===== src/rtl/bp_defines.sv =====
// Shared branch-predictor definitions: 2-bit counter encodings, the counter
// value used after reset and flush, the default table size and FSM state type.
package bp_defines;

    localparam int DEFAULT_IDX_W = 6;

    typedef enum logic [1:0] {
        SNT = 2'b00,
        WNT = 2'b01,
        WT  = 2'b10,
        ST  = 2'b11
    } cnt_e;

    localparam logic [1:0] CNT_RESET = 2'(WNT);

    typedef enum logic {
        S_IDLE,
        S_FLUSH
    } pht_state_e;

endpackage


===== src/rtl/sat2_next.sv =====
// Two-bit saturating counter step: taken counts up to ST,
// not-taken counts down to SNT.
module sat2_next
    import bp_defines::*;
(
    input  logic [1:0] i_cnt,
    input  logic       i_taken,
    output logic [1:0] o_cnt
);

    always_comb begin
        o_cnt = i_cnt;
        if (i_taken) begin
            if (i_cnt != 2'(ST)) begin
                o_cnt = i_cnt + 2'd1;
            end
        end else begin
            if (i_cnt != 2'(SNT)) begin
                o_cnt = i_cnt - 2'd1;
            end
        end
    end

endmodule


===== src/rtl/pattern_history_table.sv =====
// Pattern history table of 2^IDX_W two-bit counters with a one-deep write stage,
// read bypass and a flush sweep. Define PHT_GSHARE_EN to XOR a global history into the index.
module pattern_history_table
    import bp_defines::*;
#(
    parameter int IDX_W = DEFAULT_IDX_W
) (
    input  logic        clk,
    input  logic        reset,
    input  logic        pred_valid,
    input  logic [31:0] pred_pc,
    output logic        pred_resp_valid,
    output logic        pred_taken,
    output logic [1:0]  pred_cnt,
    input  logic        upd_valid,
    input  logic [31:0] upd_pc,
    input  logic        upd_taken,
    input  logic        flush,
    output logic        busy
);

    localparam int DEPTH = 1 << IDX_W;

    logic [1:0]       r_table [DEPTH];
    pht_state_e       r_state;
    logic             r_busy;
    logic [IDX_W-1:0] r_sweep;

    logic             r_ws_valid;
    logic [IDX_W-1:0] r_ws_idx;
    logic             r_ws_taken;

    logic             r_pred_resp_valid;
    logic [1:0]       r_pred_cnt;

    logic             w_flush_acc;
    logic             w_pred_acc;
    logic             w_upd_acc;
    logic             w_ws_write;
    logic [IDX_W-1:0] w_pred_idx;
    logic [IDX_W-1:0] w_upd_idx;
    logic [1:0]       w_ws_cur;
    logic [1:0]       w_ws_next;
    logic [1:0]       w_pred_val;
    logic             w_unused;

    assign w_flush_acc = flush & (r_state == S_IDLE);
    assign w_pred_acc  = pred_valid & ~r_busy;
    assign w_upd_acc   = upd_valid & ~r_busy & ~w_flush_acc;

`ifdef PHT_GSHARE_EN
    logic [IDX_W-1:0] r_ghr;

    assign w_pred_idx = pred_pc[IDX_W+1:2] ^ r_ghr;
    assign w_upd_idx  = upd_pc[IDX_W+1:2] ^ r_ghr;

    always_ff @(posedge clk or posedge reset) begin
        if (reset) begin
            r_ghr <= '0;
        end else if (w_flush_acc) begin
            r_ghr <= '0;
        end else if (w_upd_acc) begin
            r_ghr <= IDX_W'({r_ghr, upd_taken});
        end
    end
`else
    assign w_pred_idx = pred_pc[IDX_W+1:2];
    assign w_upd_idx  = upd_pc[IDX_W+1:2];
`endif

    assign w_unused = ^{pred_pc[31:IDX_W+2], pred_pc[1:0], upd_pc[31:IDX_W+2], upd_pc[1:0]};

    // Write stage: read-modify-write one cycle after the update is accepted.
    assign w_ws_cur   = r_table[r_ws_idx];
    assign w_ws_write = r_ws_valid & ~w_flush_acc;

    sat2_next u_sat2_next (
        .i_cnt   (w_ws_cur),
        .i_taken (r_ws_taken),
        .o_cnt   (w_ws_next)
    );

    // A pending write to the same entry is newer than the array contents.
    assign w_pred_val = (r_ws_valid && (r_ws_idx == w_pred_idx)) ? w_ws_next
                                                                 : r_table[w_pred_idx];

    always_ff @(posedge clk or posedge reset) begin
        if (reset) begin
            r_state <= S_IDLE;
            r_busy  <= 1'b0;
            r_sweep <= '0;
        end else begin
            case (r_state)
                S_IDLE: begin
                    if (flush) begin
                        r_state <= S_FLUSH;
                        r_busy  <= 1'b1;
                    end
                end
                S_FLUSH: begin
                    r_sweep <= r_sweep + 1'b1;
                    if (r_sweep == '1) begin
                        r_state <= S_IDLE;
                        r_busy  <= 1'b0;
                    end
                end
                default: begin
                    r_state <= S_IDLE;
                    r_busy  <= 1'b0;
                end
            endcase
        end
    end

    always_ff @(posedge clk or posedge reset) begin
        if (reset) begin
            for (int i = 0; i < DEPTH; i++) begin
                r_table[i] <= CNT_RESET;
            end
        end else if (r_state == S_FLUSH) begin
            r_table[r_sweep] <= CNT_RESET;
        end else if (w_ws_write) begin
            r_table[r_ws_idx] <= w_ws_next;
        end
    end

    always_ff @(posedge clk or posedge reset) begin
        if (reset) begin
            r_ws_valid <= 1'b0;
            r_ws_idx   <= '0;
            r_ws_taken <= 1'b0;
        end else begin
            r_ws_valid <= w_upd_acc;
            if (w_upd_acc) begin
                r_ws_idx   <= w_upd_idx;
                r_ws_taken <= upd_taken;
            end
        end
    end

    always_ff @(posedge clk or posedge reset) begin
        if (reset) begin
            r_pred_resp_valid <= 1'b0;
            r_pred_cnt        <= 2'(SNT);
        end else begin
            r_pred_resp_valid <= w_pred_acc;
            if (w_pred_acc) begin
                r_pred_cnt <= w_pred_val;
            end
        end
    end

    assign pred_resp_valid = r_pred_resp_valid;
    assign pred_cnt        = r_pred_cnt;
    assign pred_taken      = r_pred_cnt[1];
    assign busy            = r_busy;

endmodule


===== config.mk =====
export PLATFORM = sky130hd
export DESIGN_NAME = pattern_history_table
export DESIGN_NICKNAME = d
export VERILOG_FILES = /design/src/rtl/bp_defines.sv /design/src/rtl/sat2_next.sv /design/src/rtl/pattern_history_table.sv
export SDC_FILE = /design/constraint.sdc
export NUM_CORES = 1
export LEC_CHECK = 0
export CAP_MARGIN = 20
export CORE_MARGIN = 4
export CORE_UTILIZATION = 59
export DETAILED_ROUTE_END_ITERATION = 10
export PLACE_DENSITY = 0.8
export SLEW_MARGIN = 20
export SYNTH_ARGS = -nofsm -noshare
export SYNTH_HDL_FRONTEND = slang
export SYNTH_SLANG_ARGS = --single-unit

===== constraint.sdc =====
create_clock -name clk -period 5.9 [get_ports clk]
set_input_delay 1.18 -clock clk [delete_from_list [all_inputs] [get_ports clk]]
set_output_delay 1.18 -clock clk [all_outputs]
set_load 0.02 [all_outputs]

## Yosys cells after proc, flatten, opt, wreduce, memory -nomap -nowiden

Cells that the tools add are included.

| word-level totals | value |
|---|---|
| output and inout port bits | 5 |
| bits of input ports | 70 |
| register bits after elaboration | 147 |
| logic and storage cells | 128 |

| operators by class | value |
|---|---|
| mux-type cells | 23 |
| bitwise gates (word level) | 14 |
| reduce and logical (&&, ||, !) cells | 6 |
| equal/unequal tests | 5 |
| order comparisons | 5 |
| $add $sub $neg | 3 |

Operators by type and width:

| kind | count |
|---|---|
| $mux 128 | 2 |
| $bwmux 128 | 1 |
| $and 64x64->64 | 1 |
| $not 64->64 | 1 |
| $or 64x64->64 | 1 |
| $bmux 2 s6 | 2 |
| $demux 2 s6 | 2 |
| $ge 7x7->1 const B | 3 |
| $not 6->7 | 3 |
| $mux 2 | 10 |
| $lt 7x1->1 const B | 2 |
| $add 6x1->6 const B | 1 |
| $eq 6x6->1 | 1 |
| $eq 6x6->1 const B | 1 |
| $and 1x1->1 | 5 |
| $mux 1 | 4 |
| $ne 2x2->1 const B | 2 |
| $pmux 1 s2 | 2 |
| $reduce_bool 2->1 | 2 |
| $logic_and 1x1->1 | 3 |
| $not 1->1 | 3 |
| $add 2x1->2 const B | 1 |
| $ne 2x1->1 const B | 1 |
| $reduce_and 2->1 | 1 |
| $sub 2x1->2 const B | 1 |

## Longest topological paths before layout

| logic depth | value |
|---|---|
| depth in word-level cells | 10 |
| mapped depth | 13 |
| mapped depth without buffers | 8 |

## Cells and area by module

From an unflattened synthesis, not the netlist that was laid out.

| second synthesis, totals | value |
|---|---|
| cell total of the unflattened synthesis | 1,045 |
| area, all modules | 9,334.0 um^2 |

By module, submodules not included:

| module | cells each | area an instance (um^2) | instances | seq. area each (um^2) |
|---|---|---|---|---|
| pattern_history_table | 1,042 | 9,307.7 | 1 | 3,758.6 |
| sat2_next | 3 | 26.3 | 1 | 0.0 |

## Worst setup path after synthesis

Ideal clock, no wire load.

| path | value |
|---|---|
| path kind | input to register |
| from | in pred_pc[2] |
| to | reg r_pred_cnt[0], in the netlist pred_cnt[0] |
| library setup time | 0.138 ns |
| buffers on the path | 2 |
| stages on the path | 7 |
| path slack | 2.154 ns |
| arrival | 3.608 ns |
| path through | clkbuf_1 > buf_1 > mux4_2 > mux4_2 > mux4_2 > nand2b_1 > a31oi_1 |

| on the way | value |
|---|---|
| longest elaborated chain between the ends | 5 |

RTL lines:

| element | line | text |
|---|---|---|
| from (decl) | pattern_history_table.sv:11 | `input logic [31:0] pred_pc,` |
| $not 6->7 (implied by the code) | pattern_history_table.sv:85 | `: r_table[w_pred_idx];` |
| $bmux 2 s6 | pattern_history_table.sv:85 |  |
| $mux 2 (implied by the code) (2 in a row) | pattern_history_table.sv:85 |  |
| $mux 2 * | pattern_history_table.sv:84 | `assign w_pred_val = (r_ws_valid && (r_ws_idx == w_pred_idx)) ? w_ws_next` |
| to (signal assigned) | pattern_history_table.sv:144 | `r_pred_cnt <= 2'(SNT);` |
| to (signal assigned) | pattern_history_table.sv:148 | `r_pred_cnt <= w_pred_val;` |
| to (decl) | pattern_history_table.sv:34 | `logic [1:0] r_pred_cnt;` |

Mark *: on every way between the ends. The rest lies on a longest branch, timed or not. The select of a mux whose other input is x is not followed.
A chain may end at the register's enable or synchronous reset.

## Final worst setup path

| path | value |
|---|---|
| from | reg r_ws_idx[1] |
| to | reg r_table[16] (netlist name) |

| on the way | value |
|---|---|
| longest elaborated chain between the ends | 10 |

RTL lines:

| element | line | text |
|---|---|---|
| from (decl) | pattern_history_table.sv:30 | `logic [IDX_W-1:0] r_ws_idx;` |
| from (signal assigned) | pattern_history_table.sv:135 | `r_ws_idx <= w_upd_idx;` |
| $not 6->7 (implied by the code) * | pattern_history_table.sv:74, pattern_history_table.sv:123 |  |
| $bmux 2 s6 | pattern_history_table.sv:74 | `assign w_ws_cur = r_table[r_ws_idx];` |
| $mux 2 (implied by the code) (2 in a row) | pattern_history_table.sv:74 |  |
| $sub 2x1->2 (tied with other cells) | sat2_next.sv:19 | `o_cnt = i_cnt - 2'd1;` |
| $mux 2 (on tied branches) | sat2_next.sv:18, sat2_next.sv:14 |  |
| $mux 2 | sat2_next.sv:13 | `if (i_taken) begin` |
| $bwmux 128 * | pattern_history_table.sv:123 | `r_table[r_ws_idx] <= w_ws_next;` |
| $mux 128 * | pattern_history_table.sv:122 | `end else if (w_ws_write) begin` |
| $mux 128 * | pattern_history_table.sv:120 | `end else if (r_state == S_FLUSH) begin` |
| to (signal, indexed assignment) | pattern_history_table.sv:123 |  |
| to (decl) | pattern_history_table.sv:24 | `logic [1:0] r_table [DEPTH];` |

Marked as above.

==> flow_metrics.py <==
metrics = {
    "run_status": {
        "run_status": "finished clean",
    },
    "place": {
        "place_hpwl_mm": 19.5,
        "post_dp_cell_area_sq_um": 9370,
        "post-place-ws_ps": 1850,
        "numPortBuffers": 22,
        "globalplace.congestion": 0.978,
    },
    "clocking": {
        "hold_buffers": 0,
        "cts_max_path_buffers": 2,
        "path_clk_slew_ps": 60,
        "clk-insertion-delay-late_ps": 440,
        "clock_sinks": 147,
        "cts_resized": 0,
        "ctsHtreeMaxLevel": 4,
        "cts_setup_buffers": 0,
        "cts_inserted_buffers": 17,
        "clockRootBuffer": "clkbuf_16",
        "cts_tree": "done",
    },
    "power": {
        "peakVddDrop_mv": 0.300,
        "p_total_mw": 4.71,
        "p_sw_mw": 2.13,
        "powerDensity_nw_per_um2": 476,
        "clockPowerShare_pct": 21.3,
        "switching_share_pct": 45.1,
        "combinationalPowerShare_pct": 41.8,
        "p_int_mw": 2.59,
        "seqPwrFrac_pct": 36.9,
        "power_leakage_nw": 3.69,
    },
    "sta": {
        "final_hold_viol_count": 0,
        "rsz0062_at_grt": "false",
        "fmax_mhz": 243,
        "worst_pin_slew_ps": 1230,
        "final_max_slew_viol_count": 0,
        "slew_headroom_pct": 17.4,
        "fin_tns_setup_ps": 0,
        "timing.final.ws_setup_ps": 1790,
        "period_minus_slack_ps": 4110,
        "finalSetupViolations": 0,
        "fin_skew_ps": 8.78,
        "finalCritPeriodShare_pct": 69.6,
    },
    "logic_synthesis": {
        "synth.avg_cell_area_sq_um": 9.95,
        "synth_area_sq_um": 9080,
        "synth_common_cells": "107 x nand2_1, 101 x o21ai_0, 83 x dfrtp_1",
        "yosysWarnings": 0,
        "synth_edf_count": 0,
        "async_flop_share_pct": 100,
        "seq_area_frac_synth_pct": 41.4,
        "synth_cells": 912,
        "synth_cell_type_count": 59,
        "ys_ff_latch": 147,
        "yosys-top-cells-area": "dfrtp_1 23%, dfstp_2 19%, mux4_2 13%",
        "synth_top_cell_area_share_pct": 22.9,
        "synth_top_flop_cell": "dfrtp_1",
        "synth_top_area_cell": "dfrtp_1",
        "yosys.cell_count.top_type": "nand2_1",
        "synth_fp_nets": 983,
    },
    "worst_setup_path": {
        "path_class": "flip-flop to flip-flop",
        "reg2reg_setup_slack_ps": 1790,
        "crit_fanout": 43,
        "end_kind": "flip-flop",
        "cp_data_required_time_ps": 6250,
        "arrival_ps": 4460,
        "crit_path_start_kind": "flip-flop",
    },
    "drt": {
        "post_drt_wl_per_cell_microns": 26.7,
        "ant_nets": 0,
        "dr.first_iter.drc_count": 1680,
        "viasPerCell": 7.60,
        "drc": 0,
        "drt_pass1_iterations": 6,
        "drt_wl_total_mm": 29.3,
        "vias": 8343,
    },
    "global_routing": {
        "gr-usage-all-layers_pct": 34.1,
        "grt_overflow": 0,
        "grt_pass1_vias": 7893,
        "grt_max_degree": 105,
        "antenna_found_initial": 0,
        "grt_pass1_wl_mm": 46.2,
    },
    "worst_hold_path": {
        "hp-class": "flip-flop to flip-flop",
    },
    "cells_and_area": {
        "area_delta_synth_final_pct": 9.14,
        "n_fill_cell": 1163,
        "multi_input_area_sq_um": 4960,
        "final_nets": 968,
        "regArea_sq_um": 3760,
        "n_antenna_cell": 0,
        "final_area_sq_um": 9910,
        "drive_gt1_share_pct": 21.5,
    },
    "die": {
        "die_x_microns": 132,
        "placementRows": 45,
        "start_util_pct": 59.9,
        "die_h_microns": 132,
        "core_region_area_sq_um": 15100,
        "ios": 75,
        "fp.dieArea_sq_um": 17400,
    },
    "flow_run": {
        "drv_cap": 0,
    },
}
==> state kept, by name (all words and copies together) (netlist names) <==
signal,flops
r_state,1
r_sweep,6
busy,1
r_ws_idx,6
r_ws_valid,1
r_ws_taken,1
pred_cnt,2
r_table,128
pred_resp_valid,1
==> kinds of logic (layout without fill, tap and decap cells) <==
| family | count (synthesis) | count (layout) | share of synthesized area [%] |
|---|---|---|---|
| simple gates | 284 | 284 | 14.9 |
| compound gates | 280 | 280 | 19.7 |
| flops | 147 | 147 | 41.4 |
| mux | 102 | 102 | 18.6 |
| buf+inv | 86 | 84 | 4.05 |
| xor+xnor | 10 | 10 | 0.965 |
| fa+ha+maj | 3 | 3 | 0.372 |
==> final timing paths <==
path	endpoint	cells past startpoint	start
setup / recovery	r_table[16]	9	r_ws_idx[1]
setup reg to reg	r_table[16]	9	r_ws_idx[1]
max in group asynchronous	r_sweep[4]	3	reset
hold / removal	r_table[118]	2	r_table[118]
min in group asynchronous	r_table[5]	2	reset
hold reg to reg	r_table[118]	2	r_table[118]
==> metal layers <==
metal	GRT usage [%]	up-vias	wire (microns)
li1	-	3447	-
met1	46.4	3988	10900
met2	48.6	748	12600
met3	10.8	160	3990
met4	19.4	0	1790
met5	0	-	0
==> power by group through the flow <==
stage	clock [mW]	combinational (mW)	sequential [mW]
2_1_floorplan	0	1.48	1.49
3_3_place_gp	0	1.86	1.71
3_5_place_dp	0	1.89	1.72
4_1_cts	1.01	1.90	1.71
5_1_grt	1.06	2.08	1.76
6_report	1.00	1.97	1.74
==> metrics by stage <==
stage | instances | hold slack [ps] | util [%]
finish | 1098 | 485 | 65.4
global route | 1098 | 491 | 65.4
CTS | 1098 | 487 | 65.4
detailed placement | 1066 | 479 | 61.9
global placement | 1066 | 465 | 61.9
floorplan | 912 | 444 | -
==> final cells by class <==
class                      instances  area share (%)
sequential                       147            38.0
multi-input combinational        679            50.1
clock buffer                      23            4.84
timing repair buffer              42            3.71
clock inverter                     9           0.568
tap                              188            2.37
inverter                          10           0.429
==> worst max-delay path, cell delays in order (launching register included) <==
cell and delay [ps]:
dfrtp_2 700, buf_4 380, nor2b_1 250, a221o_1 340
a221oi_1 500, o22ai_1 160, or4_1 430, maj3_2 570
buf_4 380, o21ai_0 260
==> layout by cell type (no fill, tap or decap), drive strengths merged, types with 13 or more instances in the layout <==
cell type	netlist	final
nand2	107	107
o21ai	105	105
dfrtp	83	83
dfstp	64	64
nor2	63	63
mux4	52	52
o211ai	41	41
a31oi	37	37
mux2i	35	35
a221oi	28	28
nand3	27	27
a21oi	25	25
clkbuf	42	23
clkdlybuf4s50	0	21
buf	34	21
mux2	15	15
nand2b	14	14
nor2b	13	13
Note: power is estimated with default switching activity, not from simulation.
